File: src/rtl/fir_pkg.sv
// Shared FIR load-controller defaults, state encoding and tap-index width.
// FIR_CTRL_FLUSH_EN adds the FLUSH state.
package fir_pkg;

  localparam int unsigned DATA_W_DEF = 8;
  localparam int unsigned NTAPS_DEF  = 3;
  localparam int unsigned TAP_W      = 2;

  typedef enum logic [1:0] {
    ST_STREAM = 2'd0,
    ST_LOAD   = 2'd1
`ifdef FIR_CTRL_FLUSH_EN
    ,ST_FLUSH = 2'd2
`endif
  } fir_state_e;

endpackage

File: src/rtl/fir_coeff_bank.sv
// Shadow coefficient registers with write qualification and a load-time snapshot.
// The snapshot takes a same-cycle host write into account.
module fir_coeff_bank
  import fir_pkg::*;
#(
  parameter int unsigned DATA_W = DATA_W_DEF,
  parameter int unsigned NTAPS  = NTAPS_DEF
) (
  input  logic              clk,
  input  logic              reset,
  input  logic              busy_c,
  input  logic              wr,
  input  logic [TAP_W-1:0]  addr,
  input  logic [DATA_W-1:0] wdata,
  input  logic              snap,
  input  logic [TAP_W-1:0]  rd_idx,
  output logic [DATA_W-1:0] rd_data_c,
  output logic              wr_err_c
);

  logic [DATA_W-1:0] shadow_q [NTAPS];
  logic [DATA_W-1:0] snap_q   [NTAPS];
  logic              addr_ok_c;
  logic              wr_en_c;

  assign addr_ok_c = 32'(addr) < NTAPS;
  assign wr_en_c   = wr & ~busy_c & addr_ok_c;
  assign wr_err_c  = wr & (busy_c | ~addr_ok_c);

  // Shadow writes; the snapshot sees a write landing on the same edge
  always_ff @(posedge clk) begin
    if (reset) begin
      for (int i = 0; i < int'(NTAPS); i++) begin
        shadow_q[i] <= '0;
        snap_q[i]   <= '0;
      end
    end else begin
      for (int i = 0; i < int'(NTAPS); i++) begin
        if (wr_en_c && addr == TAP_W'(i)) shadow_q[i] <= wdata;
        if (snap) snap_q[i] <= (wr_en_c && addr == TAP_W'(i)) ? wdata : shadow_q[i];
      end
    end
  end

  always_comb begin
    rd_data_c = '0;
    for (int i = 0; i < int'(NTAPS); i++) begin
      if (rd_idx == TAP_W'(i)) rd_data_c = snap_q[i];
    end
  end

endmodule

File: src/rtl/fir_load_ctrl.sv
// Sequences the shadow coefficient bank into a FIR and streams samples otherwise.
// Optional post-load flush of zero samples enabled by FIR_CTRL_FLUSH_EN.
module fir_load_ctrl
  import fir_pkg::*;
#(
  parameter int unsigned DATA_W = DATA_W_DEF,
  parameter int unsigned NTAPS  = NTAPS_DEF
) (
  input  logic                     clk,
  input  logic                     reset,
  input  logic signed [DATA_W-1:0] sample_in,
  input  logic                     sample_valid,
  output logic                     sample_ready,
  input  logic                     coeff_wr,
  input  logic [1:0]               coeff_addr,
  input  logic [DATA_W-1:0]        coeff_wdata,
  input  logic                     load_req,
  output logic signed [DATA_W-1:0] fir_x_n,
  output logic                     fir_tvalid,
  output logic                     fir_set_coeffs,
  output logic                     busy,
  output logic                     load_done,
  output logic                     wr_err
);

  localparam logic [TAP_W-1:0] LAST_IDX = TAP_W'(NTAPS - 1);

  fir_state_e               state_q, state_d;
  logic [TAP_W-1:0]         idx_q, idx_d;
  logic                     pending_q, pending_d;
  logic                     fin_q, fin_d;
  logic signed [DATA_W-1:0] x_d;
  logic                     tvalid_d;
  logic                     setc_d;
  logic                     snap_c;
  logic                     busy_c;
  logic [DATA_W-1:0]        coeff_c;
  logic                     wr_err_c;

  assign busy_c = (state_q != ST_STREAM);

  fir_coeff_bank #(
    .DATA_W (DATA_W),
    .NTAPS  (NTAPS)
  ) u_bank (
    .clk       (clk),
    .reset     (reset),
    .busy_c    (busy_c),
    .wr        (coeff_wr),
    .addr      (TAP_W'(coeff_addr)),
    .wdata     (coeff_wdata),
    .snap      (snap_c),
    .rd_idx    (idx_q),
    .rd_data_c (coeff_c),
    .wr_err_c  (wr_err_c)
  );

  // State, counters and all output registers
  always_ff @(posedge clk) begin
    if (reset) begin
      state_q        <= ST_STREAM;
      idx_q          <= '0;
      pending_q      <= 1'b0;
      fin_q          <= 1'b0;
      fir_x_n        <= '0;
      fir_tvalid     <= 1'b0;
      fir_set_coeffs <= 1'b0;
      sample_ready   <= 1'b1;
      busy           <= 1'b0;
      load_done      <= 1'b0;
      wr_err         <= 1'b0;
    end else begin
      state_q        <= state_d;
      idx_q          <= idx_d;
      pending_q      <= pending_d;
      fin_q          <= fin_d;
      fir_x_n        <= x_d;
      fir_tvalid     <= tvalid_d;
      fir_set_coeffs <= setc_d;
      sample_ready   <= (state_d == ST_STREAM);
      busy           <= (state_d != ST_STREAM);
      load_done      <= fin_q;
      wr_err         <= wr_err_c;
    end
  end

  // Next state and next output values
  always_comb begin
    state_d   = state_q;
    idx_d     = idx_q;
    pending_d = pending_q;
    fin_d     = 1'b0;
    snap_c    = 1'b0;
    x_d       = sample_in;
    tvalid_d  = sample_valid;
    setc_d    = 1'b0;

    if (busy_c && load_req) pending_d = 1'b1;

    unique case (state_q)
      ST_STREAM: begin
        if (load_req || pending_q) begin
          state_d   = ST_LOAD;
          idx_d     = '0;
          pending_d = 1'b0;
          snap_c    = 1'b1;
        end
      end
      ST_LOAD: begin
        x_d      = coeff_c;
        tvalid_d = 1'b0;
        setc_d   = 1'b1;
        if (idx_q == LAST_IDX) begin
          idx_d = '0;
`ifdef FIR_CTRL_FLUSH_EN
          state_d = ST_FLUSH;
`else
          state_d = ST_STREAM;
          fin_d   = 1'b1;
`endif
        end else begin
          idx_d = idx_q + TAP_W'(1);
        end
      end
`ifdef FIR_CTRL_FLUSH_EN
      ST_FLUSH: begin
        x_d      = '0;
        tvalid_d = 1'b1;
        if (idx_q == LAST_IDX) begin
          idx_d   = '0;
          state_d = ST_STREAM;
          fin_d   = 1'b1;
        end else begin
          idx_d = idx_q + TAP_W'(1);
        end
      end
`endif
      default: begin
        state_d = ST_STREAM;
        idx_d   = '0;
      end
    endcase
  end

endmodule

File: config.mk
export PLATFORM = sky130hd
export DESIGN_NAME = fir_load_ctrl
export DESIGN_NICKNAME = d
export VERILOG_FILES = /design/src/rtl/fir_pkg.sv /design/src/rtl/fir_coeff_bank.sv /design/src/rtl/fir_load_ctrl.sv
export SDC_FILE = /design/constraint.sdc
export NUM_CORES = 1
export LEC_CHECK = 0
export ABC_AREA = 1
export ABC_CLOCK_PERIOD_IN_PS = 1700
export CAP_MARGIN = 15
export CORE_MARGIN = 1
export CORE_UTILIZATION = 55
export DETAILED_ROUTE_END_ITERATION = 7
export HOLD_SLACK_MARGIN = 0.03
export PLACE_DENSITY = 0.78
export RECOVER_POWER = 100
export SLEW_MARGIN = 5
export SYNTH_ARGS = -nofsm -noshare
export SYNTH_HDL_FRONTEND = slang
export SYNTH_SLANG_ARGS = --single-unit
File: constraint.sdc
create_clock -name clk -period 1.7 [get_ports clk]
set_input_delay 0.17 -clock clk [delete_from_list [all_inputs] [get_ports clk]]
set_output_delay 0.17 -clock clk [all_outputs]
set_load 0.05 [all_outputs]
Word level (Yosys, flattened, before mapping)
Memories as Yosys holds them, arrays and structs flattened. Index checks and enable logic that the tools add are counted. Widths: inputs -> output; s select.

Register bits: 20. Bits in writable memories: 48. Word-level logic and storage cells: 87. Memories: 2.

$add $sub $neg: 1. Magnitude comparators: 1. Equal/unequal tests: 6. Multiplexer cells: 40. Bitwise operators: 13. Reductions and logical operators: 13.

Memory list: u_bank.shadow_q (words 3, bits a word 8, rd ports 3, clocked after Yosys merged registers in 0, write ports 3, RTL line fir_coeff_bank.sv:21) `logic [DATA_W-1:0] shadow_q [NTAPS];`; u_bank.snap_q (words 3, bits a word 8, rd ports 3, clocked after Yosys merged registers in 0, write ports 3, RTL line fir_coeff_bank.sv:22) `logic [DATA_W-1:0] snap_q [NTAPS];`.

Operator list (count): $mux 8 (13); $mux 1 (21); $logic_not 2->1 (4); $mux 2 (4); $pmux 2 s2 (2); $or 1x1->1 (7); $eq 2x1->1 const B (3); $eq 2x2->1 const B (2); $logic_and 1x1->1 (4); $reduce_bool 2->1 (2); $reduce_or 2->1 (2); $and 1x1->1 (3); $not 1->1 (3); $add 2x1->2 const B (1); $lt 2x2->1 const B (1); $ne 2x2->1 const B (1); $logic_or 1x1->1 (1).

Logic depth before layout (Yosys ltp)
Gate-level depths: netlist (run 1).

Depth after elaboration: 9. Gate-level depth with buffers: 6. Mapped depth without buffers: 6.

Cells and area by module
A second synthesis (run 1) with hierarchy kept.

Cell total of the unflattened synthesis: 309. Area, all modules: 2932.8 um^2.

By module, submodules not included: fir_coeff_bank (instances 1, cells each 227, area an instance 2250.9 um^2); fir_load_ctrl (instances 1, cells each 82, area an instance 681.9 um^2).

Worst setup path after synthesis (run 1)
No wires, ideal clock.

Path kind: flip-flop to flip-flop. From: register state_q[0]. To: memory u_bank.snap_q[0][0] in the netlist's numbering (enable). Setup time: 0.381 ns. Arrival: 1.145 ns. Data required time: 1.319 ns. Path slack: 0.174 ns. Cell stages (with the launch flop): 4. Clock period less this slack: 1.526 ns. Cells stage by stage: dfxtp_1 > nor2_8 > nand2_1 > nand2_1.

RTL lines: from (decl) (RTL line fir_load_ctrl.sv:28) `fir_state_e state_q, state_d;`; from (signal assigned) (RTL line fir_load_ctrl.sv:73) `state_q <= state_d;`; to (decl) (RTL line fir_coeff_bank.sv:22).

Worst setup path in the final report (run 1)
From: register fir_set_coeffs. To: output fir_set_coeffs.

RTL lines: from (decl) (RTL line fir_load_ctrl.sv:20) `output logic fir_set_coeffs,`; from (signal assigned) (RTL line fir_load_ctrl.sv:79) `fir_set_coeffs <= setc_d;`.

No word-level cell between the ends.

==> reports/results.tsv, run 1 <==
stage	metric	value	unit
clocking	tritoncts	done	
detailed_routing	route.antenna.remaining_nets	0	
clocking	cts.sinks	68	
detailed_routing	post_drt_wl_per_cell	11.4	µm
setup_path	crit_path_top_delay_cell	clkdlybuf4s50_1	
synth	ys_warn_count	0	
global_route	grt_use_total	0.205	
synth	synthTopCellsByArea	edfxtp_1, dfxtp_1, nand2_1	
job	maxCapViolations	0	
floorplanning	floorplan.die.height	75.0	µm
global_route	number_of_global_route_vias_before_repair	1790	
synth	synth_fp_nets	339	
global_route	grt_pass1_wl	8100	µm
floorplanning	floorplan.die.width	75.0	µm
floorplanning	core.rowCount	26	
cells_and_area	ff_latch_area	1840	µm²
timing	tightestPinTransition	622	ps
floorplanning	dieArea	5620	µm²
detailed_routing	detailroute.via_count	2009	
clocking	post_cts.repair.setup_buffers	0	
timing	fmax	0.619	GHz
clocking	cts.reportedPaths.clkPinSlew	70	ps
cells_and_area	flow.area_growth_from_synthesis	19.4	%
power_and_ir_drop	vdd_drop_max	0.802	mV
detailed_routing	drt_pass_1_iters	4	
detailed_routing	routed_via_density	4.58	
clocking	cts-htree-levels	3	
setup_path	timing.critical_path.buf_inv	1	
hold_path	classification_of_the_worst_slack_hold_path	input pin to flip-flop	
place	port_buffers	36	
global_route	number_of_antenna_violations_at_the_first_check_in_global_routing	0	
place	gpl.final_weighted_congestion	0.830	
run_status	status	finished, final reports clean	
detailed_routing	drc	0	
setup_path	timing.critical_path.fanout_max	1	
synth	yosys.cell_types.count	21	
setup_path	worst-setup-path-type	flip-flop to output port	
setup_path	worst_setup_path_start_kind	flip-flop	
synth	netlist_instances	316	
floorplanning	initial_core_util	0.573	
cells_and_area	layout-drive-gt1-share	0.0678	
timing	setup_violation_total_in_the_final_timing_report	0	
place	dpl_cell_area	3370	µm²
global_route	global_route.overflow_total	0	
floorplanning	coreArea	5110	µm²
timing	hold_viol_final	0	
timing	fraction_of_the_cycle_the_final_worst_path_needs	0.950	
clocking	cts_made_buffers	9	
power_and_ir_drop	power.density_cell_area	1010	nW/µm²
place	dp_hpwl	3590	µm
clocking	clk_latency	340	ps
detailed_routing	drt_iter0_markers	86	
cells_and_area	num-nets-final	387	
synth	ys_seq_elements	68	
setup_path	critical_path_required	1530	ps
cells_and_area	multi_input_area	790	µm²
synth	synthDominantAreaCellType	edfxtp_1	
synth	synth_sequential_area_ratio	0.629	
timing	drv_slew	0	
timing	timing.clock.skew	9.89	ps
timing	timing.max_slew.rel_slack	0.584	
synth	synth.cell_area	2930	µm²
setup_path	crit_path_cell_trace	clkdlybuf4s50_1	
timing	final_tns_setup	0	ps
setup_path	setup.worst_path.end_class	output port	
clocking	ctsRootBufferMaster	clkbuf_8	
timing	rsz_0062_raised_after_global_routing	no	
synth	synth.avg_cell_area	9.27	µm²
detailed_routing	totalWireLength	4990	µm
synth	yosys.area.top_type_share	0.492	
setup_path	crit_path_max_incr_delay	800	ps
clocking	cts-root-to-sink-buffers	2	
cells_and_area	fillerInstances	420	
clocking	cts_hold_repair.buffers	0	
floorplanning	ioPinCount	37	
global_route	largest_net_degree_at_the_start_of_global_routing	25	
power_and_ir_drop	power.static_leakage	1.63	nW
setup_path	critical-path-top-delay-family	buffers and inverters	
clocking	cts-resized-gates	0	
setup_path	arrival_time_worst_endpoint	1440	ps
cells_and_area	insertedDiodeCount	0	
cells_and_area	postLayoutCellArea	3500	µm²
timing	finalCriticalPeriod	1610	ps
-- worst paths after layout --
kind,start,cells after the start,slack (ps),to
worst max-delay path,fir_set_coeffs,1,90,fir_set_coeffs
worst max register to register,state_q[0],4,210,u_bank.snap_q[0][18]
worst min register to register,fin_q,2,410,load_done
worst min-delay path,sample_in[5],3,380,fir_x_n[5]
-- metrics by stage --
stage | total power [W] | setup WS, ps | cells | utilization | hold WS [ps]
2_1_floorplan | 0.00217 | 174 | 316 | - | 241
3_3_place_gp | 0.00230 | 123 | 423 | 0.660 | 391
3_5_place_dp | 0.00232 | 68.9 | 423 | 0.660 | 413
4_1_cts | 0.00357 | 58.0 | 439 | 0.698 | 369
5_1_grt | 0.00365 | 25.7 | 439 | 0.685 | 397
6_report | 0.00353 | 85.5 | 439 | 0.685 | 382
-- worst min-delay path, delay by kind of cell --
family	cells	cell delay (ps)
and+or+nand+nor	2	100
buffers and inverters	1	400
-- per-layer routing --
layer	GRT usage	vias to the layer above	share of wire
met5	0	-	0
met4	0.117	0	0.022
met3	0.0562	9	0.042
met2	0.333	55	0.48
met1	0.246	877	0.45
li1	-	1068	-
-- cell usage in the layout (no fill, tap or decap) --
| master | n |
|---|---|
| buf_4 | 7 |
| clkbuf_1 | 3 |
| clkbuf_16 | 1 |
| clkbuf_2 | 1 |
| clkbuf_8 | 11 |
| clkdlybuf4s50_1 | 35 |
| clkinv_2 | 1 |
| conb_1 | 1 |
| dfxtp_1 | 20 |
| dlygate4sd3_1 | 1 |
| edfxtp_1 | 48 |
| inv_1 | 44 |
| inv_2 | 1 |
| nand2_1 | 106 |
| nand3_1 | 12 |
| nand4_1 | 3 |
| nor2_1 | 65 |
| nor2_2 | 1 |
| nor2_8 | 1 |
| nor3_1 | 1 |
| nor3b_1 | 1 |
| o21ai_0 | 4 |
| or2_2 | 1 |
-- sequential cells by signal, summed over array words and instances (netlist names) --
register,count
u_bank.shadow_q,24
pending_q,1
fir_tvalid,1
fir_x_n,8
busy,1
sample_ready,1
fin_q,1
load_done,1
fir_set_coeffs,1
state_q,2
idx_q,2
u_bank.snap_q,24
wr_err,1
-- layout make-up --
type                            instances  share of cell area
Sequential cell                        68               0.526
Multi-Input combinational cell        196               0.226
Timing Repair Buffer                   44               0.119
Clock buffer                           15              0.0536
Inverter                               45              0.0483
Tap cell                               70              0.0250
Clock inverter                          1             0.00143
-- where the power goes --
| part | total [W] | switching (W) | internal (W) |
|---|---|---|---|
| combinational | 0.000356 | 0.000221 | 0.000134 |
| sequential | 0.00191 | 0.0000294 | 0.00188 |
| clock | 0.00127 | 0.000567 | 0.000699 |
| total | 0.00353 | 0.000818 | 0.00271 |
-- synthesized netlist by cell type --
library cell  count
inv_2             3
nor2_8            1
inv_1            42
nor3_1            1
o21ai_0           2
nand4_4           3
edfxtp_1         48
nor2_2            3
nand2_1         105
clkbuf_2          1
or2_2             1
o21ai_1           2
nor3b_1           1
buf_2             1
conb_1            1
buf_6             5
nor2_1           63
nand3_1          10
nand2_2           1
nand3_2           2
dfxtp_1          20
-- cells by family after synthesis --
group                  synth area share
AOI/OAI and AO/OA               0.00683
buffers and inverters            0.0803
DFF                               0.629
other                           0.00128
and+or+nand+nor                   0.283
No activity file was read; power rests on OpenSTA's default activity.
==> run 2, diff against run 1 <==
--- a/config.mk
+++ b/config.mk
@@ -8,6 +8,7 @@
 export ABC_AREA = 1
 export ABC_CLOCK_PERIOD_IN_PS = 1700
 export CAP_MARGIN = 15
+export CORE_ASPECT_RATIO = 1.2
 export CORE_MARGIN = 1
 export CORE_UTILIZATION = 55
 export DETAILED_ROUTE_END_ITERATION = 7
==> run 2 against run 1 <==
Compared with the run above:
- maximum frequency about the same
- critical path depth unchanged
- final cell count decreased by 2.7%
- clock power decreased by 7%
- total power decreased by 2.7%
- wire length decreased by 5.2%
- setup slack got worse by 1.4 ps
- via count decreased by 3.4%
- sequential power about the same
- hold slack improved by 9.1 ps
- die area about the same
- highest routed layer unchanged
- register-to-register slack got worse by 20 ps
==> reports/results.tsv, run 2 (synthesis gave the netlist of run 1 again) <==
stage	metric	value	unit
run_status	status	finished, final reports clean	
detailed_routing	routed_via_density	4.54	
setup_path	endpoint	fir_x_n[6]	
floorplanning	floorplan.die.height	81.9	µm
cells_and_area	fillerInstances	422	
place	gpl.final_weighted_congestion	0.768	
timing	final_tns_setup	0	ps
setup_path	critical_path.reg2reg.startpoint	state_q[0]	
global_route	largest_net_degree_at_the_start_of_global_routing	25	
clocking	tritoncts	done	
clocking	ctsRootBufferMaster	clkbuf_8	
setup_path	setup.worst_path.end_class	output port	
power_and_ir_drop	vdd_drop_max	0.698	mV
setup_path	arrival_time_worst_endpoint	1450	ps
clocking	post_cts.repair.setup_buffers	0	
clocking	cts.sinks	68	
setup_path	crit_path_max_incr_delay	790	ps
global_route	number_of_antenna_violations_at_the_first_check_in_global_routing	0	
cells_and_area	largest_registers	u_bank.shadow_q x24, u_bank.snap_q x24, fir_x_n x8	
timing	setup_violation_total_in_the_final_timing_report	0	
timing	fmax	0.619	GHz
detailed_routing	drc	0	
clocking	cts-resized-gates	0	
floorplanning	ioPinCount	37	
cells_and_area	most-common-layout-cells	nand2_1, nor2_1, edfxtp_1	
clocking	cts-root-to-sink-buffers	2	
timing	rsz_0062_raised_after_global_routing	no	
timing	timing.max_slew.rel_slack	0.607	
clocking	clk_latency	330	ps
job	maxCapViolations	0	
timing	tightestPinTransition	591	ps
setup_path	critical-path-top-delay-family	buffers and inverters	
cells_and_area	layout-drive-gt1-share	0.0763	
power_and_ir_drop	netSwitchingPower	0.000853	W
timing	finalCriticalPeriod	1620	ps
clocking	cts-htree-levels	3	
detailed_routing	totalWireLength	4730	µm
cells_and_area	insertedDiodeCount	0	
clocking	cts.reportedPaths.clkPinSlew	70	ps
detailed_routing	drt_pass_1_iters	4	
detailed_routing	route.antenna.remaining_nets	0	
clocking	cts_made_buffers	9	
setup_path	timing.critical_path.fanout_max	1	
timing	hold_viol_final	0	
detailed_routing	post_drt_wl_per_cell	11.1	µm
cells_and_area	multi_input_area	812	µm²
power_and_ir_drop	internal_power	0.00258	W
setup_path	worst-setup-path-type	flip-flop to output port	
setup_path	worst_setup_path_start_kind	flip-flop	
setup_path	crit_path_top_delay_cell	clkdlybuf4s50_1	
floorplanning	dieArea	5620	µm²
setup_path	critical_path.reg2reg.endpoint	u_bank.snap_q[0][5]	
setup_path	timing.critical_path.from	fir_x_n[6]	
setup_path	setup.reg_to_reg.worst_slack	190	ps
place	dp_hpwl	3380	µm
cells_and_area	ff_latch_area	1840	µm²
global_route	grt_pass1_wl	7960	µm
setup_path	timing.critical_path.buf_inv	1	
power_and_ir_drop	power.static_leakage	1.62	nW
detailed_routing	drt_iter0_markers	77	
floorplanning	coreArea	5040	µm²
floorplanning	initial_core_util	0.581	
global_route	number_of_global_route_vias_before_repair	1771	
floorplanning	core.rowCount	28	
place	detailedPlace.worstSlack	46.7	ps
setup_path	cp.depth	1	
power_and_ir_drop	power.share.clock	0.342	
cells_and_area	flow.area_growth_from_synthesis	18.5	%
cells_and_area	layout.cells.most_common	nand2_1	
cells_and_area	num-nets-final	385	
global_route	global_route.overflow_total	0	
timing	drv_slew	0	
timing	fraction_of_the_cycle_the_final_worst_path_needs	0.951	
setup_path	critical_path_required	1530	ps
detailed_routing	detailroute.via_count	1940	
power_and_ir_drop	switching_share	0.248	
power_and_ir_drop	seqPwrFrac	0.555	
setup_path	crit_path_cell_trace	clkdlybuf4s50_1	
hold_path	classification_of_the_worst_slack_hold_path	input pin to flip-flop	
global_route	grt_use_total	0.199	
setup_path	worst_r2r_path_depth	4	
place	port_buffers	36	
clocking	cts_hold_repair.buffers	0	
power_and_ir_drop	power.density_cell_area	989	nW/µm²
power_and_ir_drop	p_comb_frac	0.103	
timing	timing.clock.skew	7.44	ps
floorplanning	floorplan.die.width	68.6	µm
timing	post-route-worst-setup-slack	84.1	ps
-- run 2: changes by cell type in the layout (fill, tap and decap cells not counted), sizes merged --
cell and change:
clkinv +2, buf -2, clkdlybuf4s50 -1, inv +2, clkbuf -3
-- run 2: tightest hold or removal path, cell delays in order --
cell             delay [ps]
clkdlybuf4s50_1         400
nand2_1                  60
nand2_1                  40
-- run 2: worst min-delay path by stage --
stage,endpoint,cells after the start,slack [ps],start
after detailed placement,load_done,2,410,fin_q
after global placement,load_done,2,390,fin_q
final,fir_x_n[1],3,390,sample_in[1]
after global routing,fir_x_n[1],3,360,sample_in[1]
after floorplan,load_done,1,240,reset
after CTS,fir_x_n[1],3,370,sample_in[1]
-- run 2: metrics by stage --
stage          instance area [µm²]  utilization  hold slack, ps  power (W)  cells
2_1_floorplan                 2930            -             241    0.00217    316
3_3_place_gp                  3360        0.665             395    0.00231    411
3_5_place_dp                  3360        0.665             407    0.00232    411
4_1_cts                       3530        0.700             368    0.00349    427
5_1_grt                       3470        0.688             363    0.00360    427
6_report                      3470        0.688             391    0.00343    427
-- run 2: area by class of cell --
type / instances / area share
flip-flops and latches: 68 / 0.531
multi-input cells: 196 / 0.234
repair buffers: 42 / 0.114
inverters: 45 / 0.0487
clock buffers: 11 / 0.0407
well taps: 60 / 0.0216
clock inverters: 5 / 0.0101
-- run 2: power groups by stage --
stage	logic (W)	clock network, W	registers, W
after global placement	0.000367	0	0.00194
after detailed placement	0.000372	0	0.00194
final	0.000353	0.00118	0.00191
after global routing	0.000391	0.00129	0.00191
after floorplan	0.000165	0	0.00201
after CTS	0.000374	0.00121	0.00191
-- run 2: per-layer routing --
layer	wire length, µm	track usage	up-vias
met3	193	0.0722	4
li1	-	-	1065
met4	61	0.0958	0
met2	2280	0.297	46
met5	0	0	-
met1	2200	0.255	825
